[src/rtl/uart_rx_fifo.sv]
`default_nettype none
// ============================================================================
// Module   : uart_rx_fifo
// Brief    : UART receive buffer: one-shot ack of receiver bytes into a
//            circular FWFT FIFO. Optional macro UART_RX_FIFO_DROP_EN drops
//            bytes that arrive while full and raises a sticky overrun flag.
// Revision : 1.0 - initial release
// ============================================================================
module uart_rx_fifo #(
  parameter int WIDTH_DATA = 8,
  parameter int DEPTH_LOG  = 4
) (
  input  logic                  i_clk,
  input  logic                  i_nrst,
  input  logic                  i_rdy,
  input  logic [WIDTH_DATA-1:0] i_data,
  output logic                  o_re,
  output logic [WIDTH_DATA-1:0] o_data,
  output logic                  o_valid,
  input  logic                  i_pop,
  output logic [DEPTH_LOG:0]    o_count,
  output logic                  o_full,
  output logic                  o_ovf,
  input  logic                  i_ovf_clr
);

  localparam int                c_entries = 2 ** DEPTH_LOG;
  localparam logic [DEPTH_LOG:0] c_depth  = {1'b1, {DEPTH_LOG{1'b0}}};

  typedef enum logic [1:0] {
    S_IDLE = 2'd0,
    S_ACK  = 2'd1,
    S_WAIT = 2'd2
  } state_t;

  state_t                  r_state;
  state_t                  w_state_next;
  logic                    r_re;
  logic [DEPTH_LOG-1:0]    r_wr_ptr;
  logic [DEPTH_LOG-1:0]    r_rd_ptr;
  logic [DEPTH_LOG:0]      r_count;
  logic [WIDTH_DATA-1:0]   r_mem [0:c_entries-1];

  logic w_full;
  logic w_accept;
  logic w_take;
  logic w_push;
  logic w_pop;

  assign w_full = (r_count == c_depth);

`ifdef UART_RX_FIFO_DROP_EN
  assign w_accept = 1'b1;
`else
  assign w_accept = ~w_full;
`endif

  // Acceptance is judged on the pre-edge full flag, so a same-cycle pop
  // never opens room for a push on that edge.
  assign w_take = (r_state == S_IDLE) && i_rdy && w_accept;
  assign w_push = w_take && ~w_full;
  assign w_pop  = i_pop && (r_count != '0);

  always_comb begin
    w_state_next = r_state;
    case (r_state)
      S_IDLE:  if (i_rdy && w_accept) w_state_next = S_ACK;
      S_ACK:   w_state_next = S_WAIT;
      S_WAIT:  if (!i_rdy) w_state_next = S_IDLE;
      default: w_state_next = S_IDLE;
    endcase
  end

  always_ff @(posedge i_clk or negedge i_nrst) begin
    if (!i_nrst) begin
      r_state <= S_IDLE;
      r_re    <= 1'b0;
    end else begin
      r_state <= w_state_next;
      r_re    <= (w_state_next == S_ACK);
    end
  end

  always_ff @(posedge i_clk or negedge i_nrst) begin
    if (!i_nrst) begin
      r_wr_ptr <= '0;
      r_rd_ptr <= '0;
      r_count  <= '0;
    end else begin
      if (w_push) r_wr_ptr <= r_wr_ptr + DEPTH_LOG'(1);
      if (w_pop)  r_rd_ptr <= r_rd_ptr + DEPTH_LOG'(1);
      case ({w_push, w_pop})
        2'b10:   r_count <= r_count + (DEPTH_LOG+1)'(1);
        2'b01:   r_count <= r_count - (DEPTH_LOG+1)'(1);
        default: r_count <= r_count;
      endcase
    end
  end

  // Storage carries no reset; contents are only observed through o_valid.
  always_ff @(posedge i_clk) begin
    if (w_push) r_mem[r_wr_ptr] <= i_data;
  end

`ifdef UART_RX_FIFO_DROP_EN
  logic r_ovf;

  always_ff @(posedge i_clk or negedge i_nrst) begin
    if (!i_nrst) begin
      r_ovf <= 1'b0;
    end else if (w_take && w_full) begin
      r_ovf <= 1'b1;
    end else if (i_ovf_clr) begin
      r_ovf <= 1'b0;
    end
  end

  assign o_ovf = r_ovf;
`else
  logic w_unused_ovf_clr;
  assign w_unused_ovf_clr = i_ovf_clr;
  assign o_ovf = 1'b0;
`endif

  assign o_re    = r_re;
  assign o_data  = r_mem[r_rd_ptr];
  assign o_valid = (r_count != '0);
  assign o_count = r_count;
  assign o_full  = w_full;

endmodule
`default_nettype wire
[config.mk]
export PLATFORM = sky130hd
export DESIGN_NAME = uart_rx_fifo
export DESIGN_NICKNAME = d
export VERILOG_FILES = /design/src/rtl/uart_rx_fifo.sv
export SDC_FILE = /design/constraint.sdc
export NUM_CORES = 1
export LEC_CHECK = 0
export BUFFER_PORTS_ARGS = -buffer_cell sky130_fd_sc_hd__buf_2
export CAP_MARGIN = 5
export CORE_MARGIN = 4
export CORE_UTILIZATION = 55
export DETAILED_ROUTE_END_ITERATION = 10
export PLACE_DENSITY_LB_ADDON = 0.15
export SETUP_SLACK_MARGIN = 0.05
export SYNTH_ARGS = -nofsm -noshare
export SYNTH_HDL_FRONTEND = slang
export SYNTH_SLANG_ARGS = --single-unit
[constraint.sdc]
create_clock -name i_clk -period 6.4 [get_ports i_clk]
set_clock_uncertainty 0.2 [all_clocks]
set_input_delay 0.32 -clock i_clk [delete_from_list [all_inputs] [get_ports i_clk]]
set_output_delay 0.32 -clock i_clk [all_outputs]
set_load 0.1 [all_outputs]
-- Word level (Yosys, flattened, before mapping)
Memories as Yosys holds them, arrays and structs flattened.
Cells that the tools add are included.
W data, S select, Z words.
- register bits: 16
- memory bits (writable): 128
- bits of input ports: 13
- output and inout port bits: 17
- logic and storage cells: 31
- memories: 1
- memory list (memory ; words ; width ; rd ports ; clocked after memory_dff ; wr ports ; RTL line ; text):
    r_mem ; 16 ; 8 ; 1 ; 0 ; 1 ; 42 ; logic [WIDTH_DATA-1:0] r_mem [0:c_entries-1];
- add/subtract/negate cells: 4
- equality and inequality tests: 6
- multiplexer cells: 6
- bitwise gates (word level): 1
- reductions and logical operators: 8
- operators by type and width (operator ; number):
    $pmux W5 S2 ; 1
    $add A4 B1 Y4 const B ; 2
    $eq A2 B1 Y1 const B ; 3
    $pmux W2 S3 ; 1
    $add A5 B1 Y5 const B ; 1
    $eq A5 B5 Y1 const B ; 1
    $logic_and A1 B1 Y1 ; 5
    $reduce_bool A5 Y1 ; 1
    $sub A5 B1 Y5 const B ; 1
    $eq A2 B2 Y1 const B ; 2
    $mux W2 ; 2
    $logic_not A2 Y1 ; 1
    $mux W1 ; 2
    $reduce_bool A2 Y1 ; 1
    $not A1 Y1 ; 1

-- Longest topological paths before layout
- depth in word-level cells: 6
- depth in mapped cells: 13
- mapped depth without buffers: 12

-- Worst setup path before layout
OpenSTA, ideal clock, no wires.
- path kind: reg-to-reg
- start point: register r_count[1] (netlist: o_count[1])
- end point: register r_count[4] (netlist: o_count[4])
- setup time: 159 ps
- arrival: 3736 ps
- required time: 6041 ps
- setup slack: 2305 ps
- cell stages (with the launch flop): 12
- buffers on the path: 1
- clock period less this slack: 4095 ps
- path through: dfrtp_1 -> nor4_2 -> nand2b_1 -> and2_4 -> buf_6 -> ha_1 -> ha_1 -> nor2b_1 -> o21ai_0 -> a21oi_1 -> or3b_1 -> xnor2_1
- elaborated cells on any way between the ends: 12
- classes of those cells: add/sub (2); eq/ne (3); mux (1); bitwise (1); reduce/logical (5)
- RTL lines (element ; RTL line ; text):
    start: declaration ; 41 ; logic [DEPTH_LOG:0] r_count;
    start signal: assignment ; 93 ; 2'b10: r_count <= r_count + (DEPTH_LOG+1)'(1);
    start signal: assignment ; 94 ; 2'b01: r_count <= r_count - (DEPTH_LOG+1)'(1);
    start signal: assignment ; 95 ; default: r_count <= r_count;
    $reduce_bool A5 Y1 (*) ; n/a ;
    net o_valid ; 19 ; output logic o_valid,
    $logic_and A1 B1 Y1 (*) ; 62 ; assign w_pop = i_pop && (r_count != '0);
    net w_pop ; 48 ; logic w_pop;
    $eq A2 B1 Y1 / $eq A2 B2 Y1 (equally long branches) ; 92 ; case ({w_push, w_pop})
    $pmux W5 S2 / $reduce_bool A2 Y1 (equally long branches) ; n/a ;
The timed path passes the listed nets; every way through them passes the cells marked *.
A chain may end at the register's enable or synchronous reset.

-- Worst setup path in the final report
- start point: register r_rd_ptr[1]
- end point: output o_data[2]
- cells in the longest elaborated chain, start to end: 1
- RTL lines (element ; RTL line ; text):
    start: declaration ; 40 ; logic [DEPTH_LOG-1:0] r_rd_ptr;
    start signal: assignment ; 91 ; if (w_pop) r_rd_ptr <= r_rd_ptr + DEPTH_LOG'(1);
    $mem_v2 Z16 W8 ; n/a ;
    end: declaration ; 18 ; output logic [WIDTH_DATA-1:0] o_data,
No other way between the ends.

==> summary.md <==
| Metric | Value |
|---|---|
| # rows | 37 |
| Fin. max-slew vios | 0 |
| Nets | 404 |
| Ports | 30 |
| Post-CTS Resized | 0 |
| Root Buffer | clkbuf_8 |
| Antenna Nets Post-Route | 0 |
| Drt total wl | 10400 um |
| M1 WL | 4860 um |
| Yosys warns | 0 |
| Min Hold Slack | 0.0527 ns |
| Clk sinks | 144 |
| Number of diodes | 0 |
| Aggregate global routing overflow | 0 |
| Fraction of layout cells with a size suffix above 1 | 22.6% |
| Count of final hold-check violations | 0 |
| WP data required | 5.88 ns |
| Commonest non-fill, non-tap cell in the layout | edfxtp_1 |
| Vias in the first global route | 3068 |
| Vias | 2977 |
| Die width | 112 um |
| Most frequent cells in the layout | edfxtp_1, buf_2, mux2i_1, o21ai_0, nand2_1 |
| Synthesized flop and latch total | 144 |
| Worst Tran Pin Value | 1.11 ns |
| Routability cong. | 0.735 |
| Hold Crit Class | in -> async |
| 1st-pass router iterations | 4 |
| Core area | 10400 sq um |
| Slew headroom | 25.7% |
| TritonCTS Buffers | 17 |
| Met2 Wirelength | 5010 um |
| Area grow syn2layout | 14.7% |
| R2R depth | 12 |
| CTS tree | done |
| Final setup fails | 0 |
| Setup Total Neg Slack | 0 ns |
| Wire length per cell | 19.7 um |
| Maxcap violations | 0 |
| Global-route wire length before repair | 17200 um |
| Detail Route met3 WL | 467 um |
| Total Routing Usage GR | 18.2% |
| Fmax achieved | 285 MHz |
| Drt drc | 0 |
| Port bufs | 27 |
| Crit path capture type | output port |
| Effective utilization at floorplan | 56.7% |
| Mapped Cells | 341 |
| Register-to-Register Setup Slack | 3.09 ns |
| CP Launch Type | flop |
| CTS max path bufs | 2 |
| Clock transition at the registers of the reported paths | 0.06 ns |
| Status | finished clean |
| Die ar. | 12500 sq um |
| Top sig layer | met4 |
| Initial antenna violation count | 0 |
| Mapped cell area | 5910 sq um |
| WS Path Type | reg -> out |
| Period utilization | 54.8% |
| Vias per cell | 5.62 |
| Syn_area_per_cell | 17.3 sq um |
| Fin crit period | 3.51 ns |
| CP Max Fanout | 21 |
| Die Height | 112 um |
| Distinct cell type count after synthesis | 35 |
| Syn nets | 364 |
| H-tree lvl count | 4 |
| Sequential element share of the synthesized area | 71.8% |
| Largest net degree at the start of global routing | 52 |
| CP Data Arrival Time | 2.99 ns |
| Unrepaired setup endpoints after global routing | no |
| Final Util | 65.0% |
| Drt initial violations | 177 |
| Fillers | 721 |
| Skew-Pair Late Insertion Delay | 0.51 ns |
| Detailed Place HPWL | 6750 um |
## metrics by stage
stage,cells,area (sq um),setup WS [ns]
after floorplan,341,5910,2.30
after global placement,487,6090,3.15
after detailed placement,487,6090,3.10
after CTS,530,6780,2.87
after global routing,530,6780,2.67
final,530,6780,2.89
## state kept, by name, summed over array words and instances (netlist names)
register,flops
o_count,5
o_re,1
r_mem,128
r_rd_ptr,4
r_state,2
r_wr_ptr,4
## synth_stat cells, drive strengths merged
cell type | n | area (sq um)
edfxtp | 128 | 3840
mux2i | 25 | 250
o21ai | 21 | 105
nand2 | 19 | 78.8
dfrtp | 16 | 400
mux4 | 16 | 360
buf | 15 | 125
nor2 | 12 | 45.0
a21oi | 10 | 50.1
ha | 9 | 113
inv | 9 | 33.8
mux2 | 9 | 105
a221oi | 8 | 70.1
a22oi | 8 | 60.1
xnor2 | 7 | 61.3
clkbuf | 4 | 15.0
nor3 | 4 | 20.0
nand2b | 3 | 18.8
nand3 | 3 | 15.0
xor2 | 3 | 26.3
and2 | 2 | 15.0
and4b | 2 | 20.0
nor2b | 2 | 12.5
a21o | 1 | 7.51
conb | 1 | 3.75
fa | 1 | 20.0
nand4 | 1 | 12.5
nor4 | 1 | 12.5
or3b | 1 | 8.76
## cells by family after synthesis
logic type,share of synthesized area (%)
other cells,0.0635
fa+ha+maj,2.24
mux,12.1
compound gates,4.95
simple gates,4.38
xor+xnor,1.48
flops,71.8
buf+inv,2.94
## final timing paths
kind / to / startpoint
max: o_data[2] / r_rd_ptr[1]
min: r_state[0] / i_nrst
max reg2reg: o_count[4] / o_count[1]
min reg2reg: o_count[4] / o_count[4]
max in group asynchronous: r_rd_ptr[0] / i_nrst
min in group i_clk: o_count[4] / o_count[4]
## critical path, cell delays in order, from the launching register on
cell and delay, ns:
dfrtp_1 1.01, nor2b_1 0.09, buf_4 0.24, a221oi_1 0.39, o21ai_0 0.16, nand2_1 0.13
buf_2 0.43
## cell type report
cell class	count	area, sq um	share of cell area [%]
clock inverters	14	156	2.31
inverters	9	33.8	0.499
multi-input cells	169	1490	22.0
repair buffers	40	260	3.84
clock buffers	18	418	6.17
well taps	136	170	2.51
flip-flops and latches	144	4250	62.7
## metal layers
metal  up-vias  GRT usage (%)
met5         -              0
met4         0           4.87
met3         6           4.84
met2        66           27.9
met1      1503           26.1
li1       1402              -
## repair_timing
| item | CTS | global route |
|---|---|---|
| buffers inserted | 0 | 0 |
| hold buffers | 11 | 0 |
| hold endpoints to repair | 147 | 0 |
Power is left out: the tool's default activity adds up to more than one toggle a clock period on the data nets, which glitch-free logic cannot reach.
